--- src/rtl/csp_pkg.sv ---
// Shared definitions for the circular scratchpad: default geometry, count type
// and a ceiling-log2 helper used to size counters.
package csp_pkg;

   localparam int CSP_DATA_WIDTH = 16;
   localparam int CSP_ADDR_WIDTH = 3;
   localparam int CSP_PAR_WRITE  = 2;
   localparam int CSP_PAR_READ   = 1;

   typedef logic [CSP_ADDR_WIDTH:0] csp_count_t;

   function automatic int clog2(input int value);
      int res;
      int v;
      res = 0;
      v   = value - 32'sd1;
      while (v > 32'sd0) begin
         res = res + 32'sd1;
         v   = v >>> 32'sd1;
      end
      return res;
   endfunction

endpackage

--- src/rtl/csp_ptr_ctrl.sv ---
// Pointer, occupancy and accept control for circular_scratchpad.
// Optional sticky ovf_err/udf_err outputs exist when CSP_ERR_FLAGS_EN is defined.
module csp_ptr_ctrl
   import csp_pkg::*;
#(
   parameter int ADDR_WIDTH = CSP_ADDR_WIDTH,
   parameter int PAR_WRITE  = CSP_PAR_WRITE,
   parameter int PAR_READ   = CSP_PAR_READ
)
(
   input  logic                  clk,
   input  logic                  rst_n,
   input  logic                  chip_en,
   input  logic                  flush,
   input  logic                  wen,
   input  logic                  ren,
   output logic [ADDR_WIDTH-1:0] wptr,
   output logic [ADDR_WIDTH-1:0] rptr,
   output logic [ADDR_WIDTH:0]   count,
   output logic                  wready,
   output logic                  rready,
   output logic                  full,
   output logic                  empty,
   output logic                  wr_acc,
   output logic                  rd_acc
`ifdef CSP_ERR_FLAGS_EN
   ,
   output logic                  ovf_err,
   output logic                  udf_err
`endif
);

   localparam int DEPTH = 1 << ADDR_WIDTH;
   localparam int CNT_W = clog2(DEPTH + 1);

   localparam logic [CNT_W-1:0]      DEPTH_C = CNT_W'(DEPTH);
   localparam logic [CNT_W-1:0]      PW_C    = CNT_W'(PAR_WRITE);
   localparam logic [CNT_W-1:0]      PR_C    = CNT_W'(PAR_READ);
   localparam logic [ADDR_WIDTH-1:0] PW_STEP = ADDR_WIDTH'(PAR_WRITE);
   localparam logic [ADDR_WIDTH-1:0] PR_STEP = ADDR_WIDTH'(PAR_READ);

   logic [ADDR_WIDTH-1:0] wptr_r;
   logic [ADDR_WIDTH-1:0] rptr_r;
   logic [CNT_W-1:0]      count_r;
   logic [CNT_W-1:0]      count_nxt_s;
   logic [CNT_W-1:0]      free_s;
   logic                  wready_s;
   logic                  rready_s;
   logic                  flush_s;
   logic                  wacc_s;
   logic                  racc_s;

   // Flags come from the registered count only; requests never feed back into them.
   always_comb begin
      free_s   = DEPTH_C - count_r;
      wready_s = (free_s >= PW_C);
      rready_s = (count_r >= PR_C);
      flush_s  = chip_en & flush;
      wacc_s   = wen & chip_en & wready_s & ~flush;
      racc_s   = ren & chip_en & rready_s & ~flush;
      if (wacc_s && racc_s) begin
         count_nxt_s = count_r + PW_C - PR_C;
      end else if (wacc_s) begin
         count_nxt_s = count_r + PW_C;
      end else if (racc_s) begin
         count_nxt_s = count_r - PR_C;
      end else begin
         count_nxt_s = count_r;
      end
   end

   // Pointer and occupancy state; flush outranks any same-cycle access.
   always_ff @(posedge clk or negedge rst_n) begin
      if (!rst_n) begin
         wptr_r  <= '0;
         rptr_r  <= '0;
         count_r <= '0;
      end else if (flush_s) begin
         wptr_r  <= '0;
         rptr_r  <= '0;
         count_r <= '0;
      end else begin
         if (wacc_s) begin
            wptr_r <= wptr_r + PW_STEP;
         end
         if (racc_s) begin
            rptr_r <= rptr_r + PR_STEP;
         end
         count_r <= count_nxt_s;
      end
   end

`ifdef CSP_ERR_FLAGS_EN
   logic ovf_err_r;
   logic udf_err_r;

   // Sticky record of refused requests, cleared only by flush or reset.
   always_ff @(posedge clk or negedge rst_n) begin
      if (!rst_n) begin
         ovf_err_r <= 1'b0;
         udf_err_r <= 1'b0;
      end else if (flush_s) begin
         ovf_err_r <= 1'b0;
         udf_err_r <= 1'b0;
      end else begin
         if (wen && chip_en && !wready_s) begin
            ovf_err_r <= 1'b1;
         end
         if (ren && chip_en && !rready_s) begin
            udf_err_r <= 1'b1;
         end
      end
   end

   assign ovf_err = ovf_err_r;
   assign udf_err = udf_err_r;
`endif

   assign wptr   = wptr_r;
   assign rptr   = rptr_r;
   assign count  = count_r;
   assign wready = wready_s;
   assign rready = rready_s;
   assign full   = (count_r == DEPTH_C);
   assign empty  = (count_r == {CNT_W{1'b0}});
   assign wr_acc = wacc_s;
   assign rd_acc = racc_s;

endmodule

--- src/rtl/circular_scratchpad.sv ---
// Circular scratchpad: PAR_WRITE words pushed per write, PAR_READ words popped per read.
// Define CSP_ERR_FLAGS_EN to add sticky ovf_err/udf_err outputs.
module circular_scratchpad
   import csp_pkg::*;
#(
   parameter int DATA_WIDTH = CSP_DATA_WIDTH,
   parameter int ADDR_WIDTH = CSP_ADDR_WIDTH,
   parameter int PAR_WRITE  = CSP_PAR_WRITE,
   parameter int PAR_READ   = CSP_PAR_READ
)
(
   input  logic                           clk,
   input  logic                           rst_n,
   input  logic                           chip_en,
   input  logic                           flush,
   input  logic                           wen,
   input  logic [PAR_WRITE*DATA_WIDTH-1:0] din,
   output logic                           wready,
   input  logic                           ren,
   output logic                           rready,
   output logic [PAR_READ*DATA_WIDTH-1:0]  dout,
   output logic                           dout_valid,
   output logic [ADDR_WIDTH:0]             count,
   output logic                           full,
   output logic                           empty
`ifdef CSP_ERR_FLAGS_EN
   ,
   output logic                           ovf_err,
   output logic                           udf_err
`endif
);

   localparam int DEPTH = 1 << ADDR_WIDTH;

   if (PAR_WRITE > DEPTH || PAR_WRITE < 1) begin : g_bad_par_write
      $error("circular_scratchpad: PAR_WRITE=%0d outside 1..%0d", PAR_WRITE, DEPTH);
   end
   if (PAR_READ > DEPTH || PAR_READ < 1) begin : g_bad_par_read
      $error("circular_scratchpad: PAR_READ=%0d outside 1..%0d", PAR_READ, DEPTH);
   end

   logic [ADDR_WIDTH-1:0]          wptr_s;
   logic [ADDR_WIDTH-1:0]          rptr_s;
   logic                           wr_acc_s;
   logic                           rd_acc_s;
   logic [DATA_WIDTH-1:0]          mem_r [DEPTH];
   logic [PAR_READ*DATA_WIDTH-1:0] dout_r;
   logic                           dout_valid_r;

   csp_ptr_ctrl #(
      .ADDR_WIDTH (ADDR_WIDTH),
      .PAR_WRITE  (PAR_WRITE),
      .PAR_READ   (PAR_READ)
   ) u_ptr_ctrl (
      .clk     (clk),
      .rst_n   (rst_n),
      .chip_en (chip_en),
      .flush   (flush),
      .wen     (wen),
      .ren     (ren),
      .wptr    (wptr_s),
      .rptr    (rptr_s),
      .count   (count),
      .wready  (wready),
      .rready  (rready),
      .full    (full),
      .empty   (empty),
      .wr_acc  (wr_acc_s),
      .rd_acc  (rd_acc_s)
`ifdef CSP_ERR_FLAGS_EN
      ,
      .ovf_err (ovf_err),
      .udf_err (udf_err)
`endif
   );

   // Storage is not reset; indices wrap naturally so a burst may straddle the end.
   always_ff @(posedge clk) begin
      if (wr_acc_s) begin
         for (int i = 0; i < PAR_WRITE; i++) begin
            mem_r[wptr_s + ADDR_WIDTH'(i)] <= din[DATA_WIDTH*i +: DATA_WIDTH];
         end
      end
   end

   // Read register samples pre-write storage, so there is no write-to-read bypass.
   always_ff @(posedge clk or negedge rst_n) begin
      if (!rst_n) begin
         dout_r       <= '0;
         dout_valid_r <= 1'b0;
      end else begin
         dout_valid_r <= rd_acc_s;
         if (rd_acc_s) begin
            for (int j = 0; j < PAR_READ; j++) begin
               dout_r[DATA_WIDTH*j +: DATA_WIDTH] <= mem_r[rptr_s + ADDR_WIDTH'(j)];
            end
         end
      end
   end

   assign dout       = dout_r;
   assign dout_valid = dout_valid_r;

endmodule

--- config.mk ---
export PLATFORM = sky130hd
export DESIGN_NAME = circular_scratchpad
export DESIGN_NICKNAME = d
export VERILOG_FILES = /design/src/rtl/csp_pkg.sv /design/src/rtl/csp_ptr_ctrl.sv /design/src/rtl/circular_scratchpad.sv
export SDC_FILE = /design/constraint.sdc
export NUM_CORES = 1
export LEC_CHECK = 0
export CAP_MARGIN = 20
export CORE_MARGIN = 3
export CORE_UTILIZATION = 45
export DETAILED_ROUTE_END_ITERATION = 10
export PLACE_DENSITY_LB_ADDON = 0.1
export SLEW_MARGIN = 0
export SYNTH_ARGS = -nofsm -noshare
export SYNTH_HDL_FRONTEND = slang
export SYNTH_SLANG_ARGS = --single-unit
--- constraint.sdc ---
create_clock -name clk -period 3.55 [get_ports clk]
set_input_delay 0.355 -clock clk [delete_from_list [all_inputs] [get_ports clk]]
set_output_delay 0.355 -clock clk [all_outputs]
set_load 0.1 [all_outputs]
* Yosys cells after proc, flatten, opt, wreduce, memory -nomap -nowiden
Memories as Yosys holds them, arrays and structs flattened. A register that Yosys moved wholly into a read port is not among the register bits. Index checks and enable logic that the tools add are counted.
Operators by class: add/sub/neg operators 7, order comparisons 2, equality and inequality tests 1, mux-type cells 10, bitwise operators 8, reductions and logical operators 6
Operator list (count):
- $mux W4 | 4
- $mux W3 | 4
- $sub A4 B1 Y4 const B | 2
- $and A1 B1 Y1 | 7
- $add A3 B1 Y3 const B | 2
- $add A4 B2 Y4 const B | 1
- $eq A4 B4 Y1 const B | 1
- $ge A4 B1 Y1 const B | 1
- $ge A4 B2 Y1 const B | 1
- $logic_not A4 Y1 | 1
- $reduce_bool A2 Y1 | 2
- $reduce_bool A4 Y1 | 1
- $sub A4 B4 Y4 const A | 1
- $add A3 B2 Y3 const B | 1
- $mux W1 | 2
- $logic_and A1 B1 Y1 | 1
- $logic_not A1 Y1 | 1
- $not A1 Y1 | 1
Storage, ports and cells: register bits 11, bits in writable memories 128, input port bits 38, output and inout port bits 25, memories kept 1
Memory list:
- mem_r | words 8, bits a word 16, rd ports 1, clocked after memory_dff 1, wr ports 2, RTL line circular_scratchpad.sv:46 | logic [DATA_WIDTH-1:0] mem_r [DEPTH];

* Logic depth before layout (Yosys ltp)
Gate-level depths: netlist of run 1.
word-level depth 7, depth in mapped cells 9, depth with buffers taken out 8

* By module
From an unflattened synthesis of run 1, not the netlist that was laid out.
Second synthesis, totals: cell total of the unflattened synthesis 553, area total of the unflattened synthesis 7977.7 um^2
By module, submodules not included:
- circular_scratchpad | times used 1, cells an instance 479, area each 7255.7 um^2
- csp_ptr_ctrl | times used 1, cells an instance 74, area each 721.9 um^2

* Worst setup path before layout of run 1
OpenSTA, ideal clock, no wires.
path kind flip-flop to output port, from register u_ptr_ctrl.count_r[1], in the netlist u_ptr_ctrl.count[1], to output port empty, arrival time 3509 ps, required time 3195 ps, setup slack -314 ps, cell stages (with the launch flop) 4, path buffers 0, cells stage by stage dfrtp_1 -> inv_1 -> ha_1 -> nor3b_1
On the way: word-level cells in the longest chain between the ends 1
RTL lines:
- start: declaration | RTL line csp_ptr_ctrl.sv:44 | logic [CNT_W-1:0] count_r;
- start signal: assignment | RTL line csp_ptr_ctrl.sv:89 | count_r <= count_nxt_s;
- $logic_not A4 Y1 | RTL line csp_ptr_ctrl.sv:125 | assign empty = (count_r == {CNT_W{1'b0}});
- end: declaration | RTL line circular_scratchpad.sv:25 | output logic empty
Every way passes these cells.

* Worst setup path in the final report of run 1
from register u_ptr_ctrl.count_r[1], in the netlist u_ptr_ctrl.count[1], to output port rready
On the way: word-level cells in the longest chain between the ends 1
RTL lines:
- $ge A4 B1 Y1 | RTL line csp_ptr_ctrl.sv:57 | rready_s = (count_r >= PR_C);
- end: declaration | RTL line circular_scratchpad.sv:20 | output logic rready,
Every way passes these cells.

==> summary.txt, run 1 <==
Job
  • Max cap viols: 0

Placed design
  • Hpwl dp: 8895 um
  • Worst slack at placement: 0.6816 ns
  • RePlAce Congestion: 0.7848
  • Dpl cell area: 0.007984 mm^2
  • I/O Buffers: 62
  • Placed cell count: 662

Logic synthesis
  • EDFF count, synth: 128
  • Synth unique cells: 31
  • Post-synth top area cell: edfxtp_1
  • Post-Syn Area per Cell: 17.43 um^2
  • Mapped Nets: 462
  • Post-synthesis register bit count: 154
  • Top post-synthesis cells by area: edfxtp_1 (54%), mux4_2 (10%), dfrtp_1 (9.1%)
  • Yosys warns: 0
  • Main flop type after synthesis: edfxtp_1
  • Synth Instances: 410
  • Commonest cells post-synth: edfxtp_1 (128), mux2_4 (36), mux4_2 (32)
  • Sequential share of the synthesized area: 62.87%
  • Count leader, synth: edfxtp_1
  • Cell Area, Synth: 0.007148 mm^2
  • Synth top area share: 53.77%
  • FFs w/ async S/R, synth: 16.88%

CTS
  • Clk_lat worst skew: 0.42 ns
  • CTS tree: done
  • Hold Buf Count CTS: 0
  • Post-cts sizing count: 0
  • # Post-CTS Setup Buffers: 0
  • CTS buffer count: 17
  • Htree depth: 4
  • Worst-path clk slew: 0.06 ns
  • CTS max path bufs: 2
  • CTS Root Buffer Type: clkbuf_16
  • Sink Count: 154

Critical path
  • R2r startpoint: u_ptr_ctrl.count[1]
  • Worst-case reg-to-reg path depth: 8
  • Critical-path cell list: inv_1, ha_1, or4b_4, clkdlybuf4s50_1
  • WS Path Type: reg2out
  • Top delay family on crit path: buffers and inverters
  • Largest stage delay, worst path: 0.98 ns
  • CP endpoint kind: output port
  • Critical path buffers and inverters: 2
  • Req. time, crit path: 3.19 ns
  • Max FO, Critical Path: 6
  • Crit path arrival time: 2.75 ns
  • CP max-delay cell: clkdlybuf4s50_1
  • Critical path depth: 4
  • Startpoint Class: flip-flop
  • CP Launch Point: u_ptr_ctrl.count[1]

STA
  • Setup TNS: 0 ns
  • Final Hold Fails: 0
  • Minimum clock period: 3.105 ns
  • Skew final: 0.007767 ns
  • Hold slack: 0.3657 ns
  • Rel. slew slack: 34.11%
  • Final Max Tran Viols: 0
  • Fmax: 322.0 MHz
  • Final worst setup slack: 0.4446 ns
  • Worst slew pin tran: 0.9852 ns
  • Final setup fails: 0
  • Period utilization: 87.48%
  • RSZ-0062 raised after global routing: no

Cells and area
  • Layout overhead on the synthesized area: 19.57%
  • Finished Layout Cells: 694
  • NumNets Final: 522
  • # fillers: 1,220
  • # diodes: 0
  • Share of cells above drive strength 1: 32.30%
  • Post-route cell area: 0.008547 mm^2
  • Final core occ: 55.60%

Die
  • Die X-Extent: 132.0 um
  • Top Ports: 63
  • Overall die height: 132.0 um
  • Core ar.: 0.01537 mm^2
  • Full die area: 0.01743 mm^2
  • Site Rows: 45
  • Initial Util: 46.50%

GRT
  • Grt ovf: 0
  • Total GRT Usage: 16.85%
  • Number of global-route vias before repair: 3,875
  • Global-route wire length before repair: 22,000 um
  • Largest net degree at the start of global routing: 35
  • Initial antenna violation count: 0

Run status
  • Status: completed

Routing
  • Number of DRC markers in iteration 0: 168
  • Drt wl/cell: 19.81 um
  • Detail Route Antenna Nets: 0
  • Via count: 3,620
  • Via/cell ratio: 5.216
  • Post-route DRC violation count: 0
  • Final WL: 13,750 um
  • First-pass DRT Iterations: 4

Power and ir drop
  • Peak supply drop: 0.5234 mV
  • PwrDens: 770.4 mW/mm^2
  • Leak Pwr: 2.992 nW
  • Total chip power: 6.585 mW

Worst hold path
  • Min-delay worst type: in2async
-- cell type report --
class	instances	area, um^2	share of cell area, %
inverter	6	22.52	0.2635
sequential	154	4496	52.60
multi-input combinational	211	2404	28.12
clock buffer	22	464.2	5.431
timing repair buffer	80	798.3	9.340
tap	211	264.0	3.089
clock inverter	10	98.84	1.156
-- state kept, by name, summed over array words and instances, names as in the netlist --
signal and count:
u_ptr_ctrl.wptr 2, dout_valid 1, u_ptr_ctrl.rptr 3, mem_r 128
dout 16, u_ptr_ctrl.count 4
-- path summary, 6_finish.rpt --
| kind | slack (ns) | end |
|---|---|---|
| max in group asynchronous | 2.54 | dout[13] |
| hold reg to reg | 0.47 | dout[7] |
| setup reg to reg | 0.70 | mem_r[7][4] |
| hold / removal | 0.37 | u_ptr_ctrl.rptr[0] |
| min in group clk | 0.47 | dout[7] |
| setup / recovery | 0.44 | rready |
-- cell usage in the layout (no fill, tap or decap) --
master,netlist,layout
xnor2_1,3,3
edfxtp_1,128,128
dfrtp_1,26,25
clkdlybuf4s50_1,0,59
dfrtp_2,0,1
nor2_1,5,5
bufinv_16,0,2
inv_2,1,1
nand2_1,24,24
mux2_4,36,36
buf_12,0,4
buf_4,2,17
ha_1,14,14
a211oi_2,1,1
mux2_2,28,28
clkbuf_8,0,2
xor2_1,2,2
nand3_2,1,1
and2_1,10,6
nor2b_1,2,2
clkbuf_16,0,17
mux4_2,32,32
nor3_1,1,1
clkinv_1,0,1
a31oi_2,1,1
nor3b_2,0,1
or4b_4,1,1
clkinv_2,0,7
and3_1,2,2
a21oi_1,2,2
mux2i_1,21,21
and2_2,0,4
o21ai_0,19,19
nand3_1,5,5
clkbuf_1,21,3
inv_1,5,5
-- power breakdown --
group | leakage (nW) | switching [mW] | internal [mW]
registers | 1.49 | 0.175 | 2.18
clock network | 0.285 | 0.659 | 1.06
logic | 1.22 | 1.66 | 0.845
-- metal layers --
layer	part of all wire (%)	global-route usage (%)	vias to the layer above	wire length (um)
met1	45	22.78	1840	6163
li1	-	-	1676	-
met5	0	0	-	0
met2	49	27.17	87	6752
met3	4.5	3.473	17	619
met4	1.5	6.301	0	210
-- kinds of logic after synthesis --
group	after synthesis	synth area share, %
flip-flops	154	62.87
AND/OR/NAND/NOR	52	3.606
adder cells (fa/ha/maj)	14	2.451
buffers and inverters	45	3.641
AO/OA/AOI/OAI	23	1.820
multiplexers	117	25.00
XOR/XNOR	5	0.6127
Note: power is estimated with default switching activity, not from simulation.
==> run 2: changes to the inputs <==
- CTS_CLUSTER_DIAMETER: not set -> 40
==> results of run 2 <==
The final DEF is identical to that of run 1; final timing and power are the same.
==> run 3: changes to the inputs <==
- CORE_MARGIN: 3 -> not set
- SKIP_LAST_GASP: not set -> 1
==> run 3 against run 2 <==
  * Critical path depth unchanged
  * Combinational power about the same
  * Non-clock buffer count up 3
  * Flip-flop and latch count unchanged
  * Critical path type unchanged
  * Global-route usage up 1.6 points
  * Worst setup slack better by 0.034 ns
  * Utilization up 0.24 points
  * Die area down 6.0%
  * Highest routed layer unchanged
  * Largest cell class unchanged
  * Register-to-register slack worse by 0.09 ns
  * First-iteration DRC count up 36%
  * Cell count up 0.43%
  * Sequential share of layout area down 0.22 points
==> summary.txt, run 3 (synthesis results as in run 1) <==
Run status
  • Status: completed (unchanged)

Cells and area
  • Share of cells above drive strength 1: 32.72% (was 32.30%)
  • NumNets Final: 525 (was 522)
  • Commonest non-fill, non-tap cell in the layout: edfxtp_1 (unchanged)
  • Final core occ: 55.84% (was 55.60%)
  • Layout overhead on the synthesized area: 20.08% (was 19.57%)
  • Commonest non-fill, non-tap cells in the layout: edfxtp_1 (128), clkdlybuf4s50_1 (59), mux2_4 (36) (unchanged)
  • Largest register by flop count: mem_r (unchanged)
  • # diodes: 0 (unchanged)
  • Max FFs per register: 128 (unchanged)

CTS
  • Clk_lat worst skew: 0.42 ns (about the same)
  • CTS buffer count: 17 (unchanged)
  • Hold Buf Count CTS: 0 (unchanged)
  • Sink Count: 154 (unchanged)
  • CTS max path bufs: 2 (unchanged)
  • Worst-path clk slew: 0.06 ns (about the same)
  • Post-cts sizing count: 0 (unchanged)
  • # Post-CTS Setup Buffers: 0 (unchanged)
  • CTS Root Buffer Type: clkbuf_16 (unchanged)
  • Htree depth: 4 (unchanged)
  • CTS tree: done (unchanged)

Critical path
  • WS Path Type: reg2out (unchanged)
  • Startpoint Class: flip-flop (unchanged)
  • Worst-case reg-to-reg path depth: 8 (unchanged)
  • Critical-path cell list: inv_1, ha_1, or4b_4, clkdlybuf4s50_1 (unchanged)
  • Req. time, crit path: 3.19 ns (about the same)
  • RR Endpoint: mem_r[7][10] (was mem_r[7][4])
  • Top delay family on crit path: buffers and inverters (unchanged)
  • Largest stage delay, worst path: 0.98 ns (about the same)
  • CP max-delay cell: clkdlybuf4s50_1 (unchanged)
  • Max FO, Critical Path: 6 (unchanged)
  • CP endpoint kind: output port (unchanged)
  • R2r startpoint: u_ptr_ctrl.count[1] (unchanged)
  • Crit path arrival time: 2.72 ns (was 2.75 ns)
  • Critical path buffers and inverters: 2 (unchanged)
  • R2r setup slk: 0.61 ns (was 0.70 ns)

STA
  • Skew final: 0.004629 ns (was 0.007767 ns)
  • Worst slew pin tran: 0.9757 ns (was 0.9852 ns)
  • Rel. slew slack: 34.75% (was 34.11%)
  • Period utilization: 86.53% (was 87.48%)
  • Final setup fails: 0 (unchanged)
  • Setup TNS: 0 ns (unchanged)
  • Minimum clock period: 3.072 ns (was 3.105 ns)
  • Final Max Tran Viols: 0 (unchanged)
  • Final Hold Fails: 0 (unchanged)
  • RSZ-0062 raised after global routing: no (unchanged)
  • Fmax: 325.5 MHz (was 322.0 MHz)
  • Final worst setup slack: 0.4782 ns (was 0.4446 ns)

Die
  • Site Rows: 45 (unchanged)
  • Die X-Extent: 128.0 um (was 132.0 um)
  • Top Ports: 63 (unchanged)
  • Full die area: 0.01639 mm^2 (was 0.01743 mm^2)
  • Overall die height: 128.0 um (was 132.0 um)
  • Initial Util: 46.50% (unchanged)
  • Core ar.: 0.01537 mm^2 (unchanged)

Worst hold path
  • Min-delay worst type: in2async (unchanged)

Routing
  • Post-route DRC violation count: 0 (unchanged)
  • Via/cell ratio: 5.209 (was 5.216)
  • Final WL: 13,580 um (was 13,750 um)
  • Drt wl/cell: 19.49 um (was 19.81 um)
  • Number of DRC markers in iteration 0: 228 (was 168)
  • Detail Route Antenna Nets: 0 (unchanged)
  • Via count: 3,631 (was 3,620)
  • First-pass DRT Iterations: 4 (unchanged)

GRT
  • GR met1 Demand/Resource: 23.58% (was 22.78%)
  • Initial antenna violation count: 0 (unchanged)
  • Number of global-route vias before repair: 3,741 (was 3,875)
  • Gr busiest metal: met2 (unchanged)
  • Grt ovf: 0 (unchanged)
  • Global-route wire length before repair: 21,600 um (was 22,000 um)
  • Met3 GRT Util: 3.965% (was 3.473%)
  • Met2 Use GR: 30.79% (was 27.17%)
  • Total GRT Usage: 18.43% (was 16.85%)
  • Largest net degree at the start of global routing: 35 (unchanged)

Placed design
  • RePlAce Congestion: 0.8340 (was 0.7848)
  • I/O Buffers: 62 (unchanged)
  • Hpwl dp: 8798 um (was 8895 um)
  • Worst slack at placement: 0.5948 ns (was 0.6816 ns)

Power and ir drop
  • PwrDens: 767.8 mW/mm^2 (was 770.4 mW/mm^2)
  • Peak supply drop: 0.5193 mV (was 0.5234 mV)
  • Leak Pwr: 3.005 nW (was 2.992 nW)

Job
  • Max cap viols: 0 (unchanged)
-- run 3: cell types whose count changed in the layout (fill, tap and decap cells not counted) --
cell,before,now
clkinvlp_4,0,2
buf_16,0,1
clkbuf_8,2,5
bufinv_16,2,1
clkinv_2,7,3
buf_12,4,3
buf_4,17,20
-- run 3: cell type report --
class	count	area [um^2]
clock inverters	7	63.81
repair buffers	83	828.3
flip-flops and latches	154	4496
inverters	6	22.52
fillers	1205	6788
multi-input cells	211	2404
well taps	211	264.0
clock buffers	25	505.5
-- run 3: report_power, final --
part           internal [mW]  total (mW)  switching, mW
combinational          0.846        2.49           1.64
clock                   1.05        1.73          0.683
sequential              2.18        2.36          0.181
-- run 3: routing by layer --
metal	share of wire [%]	routed length, um
met5	0	0
met4	1.6	213
met3	4.4	604
met2	51	6937
met1	43	5829
-- run 3: metrics by stage --
step                total power, mW  area [um^2]  instances  hold slack [ns]
floorplan                     4.327         7153        410          0.05941
global placement              4.899         7986        664           0.4615
detailed placement            4.928         8014        665           0.4699
CTS                           6.665         8583        697           0.3446
global route                  6.886         8583        697           0.3654
finish                        6.590         8583        697           0.3372
-- run 3: worst max path at each step --
stage                         endpoint  slack, ns  cells past startpoint                 from
after floorplan            mem_r[0][0]       0.36                      7  u_ptr_ctrl.count[1]
after global placement     mem_r[7][9]       0.67                      7              chip_en
after detailed placement  mem_r[7][12]       0.59                      8  u_ptr_ctrl.count[1]
after CTS                       rready       0.45                      4  u_ptr_ctrl.count[1]
after global routing            rready       0.36                      4  u_ptr_ctrl.count[1]
final                           rready       0.48                      4  u_ptr_ctrl.count[1]
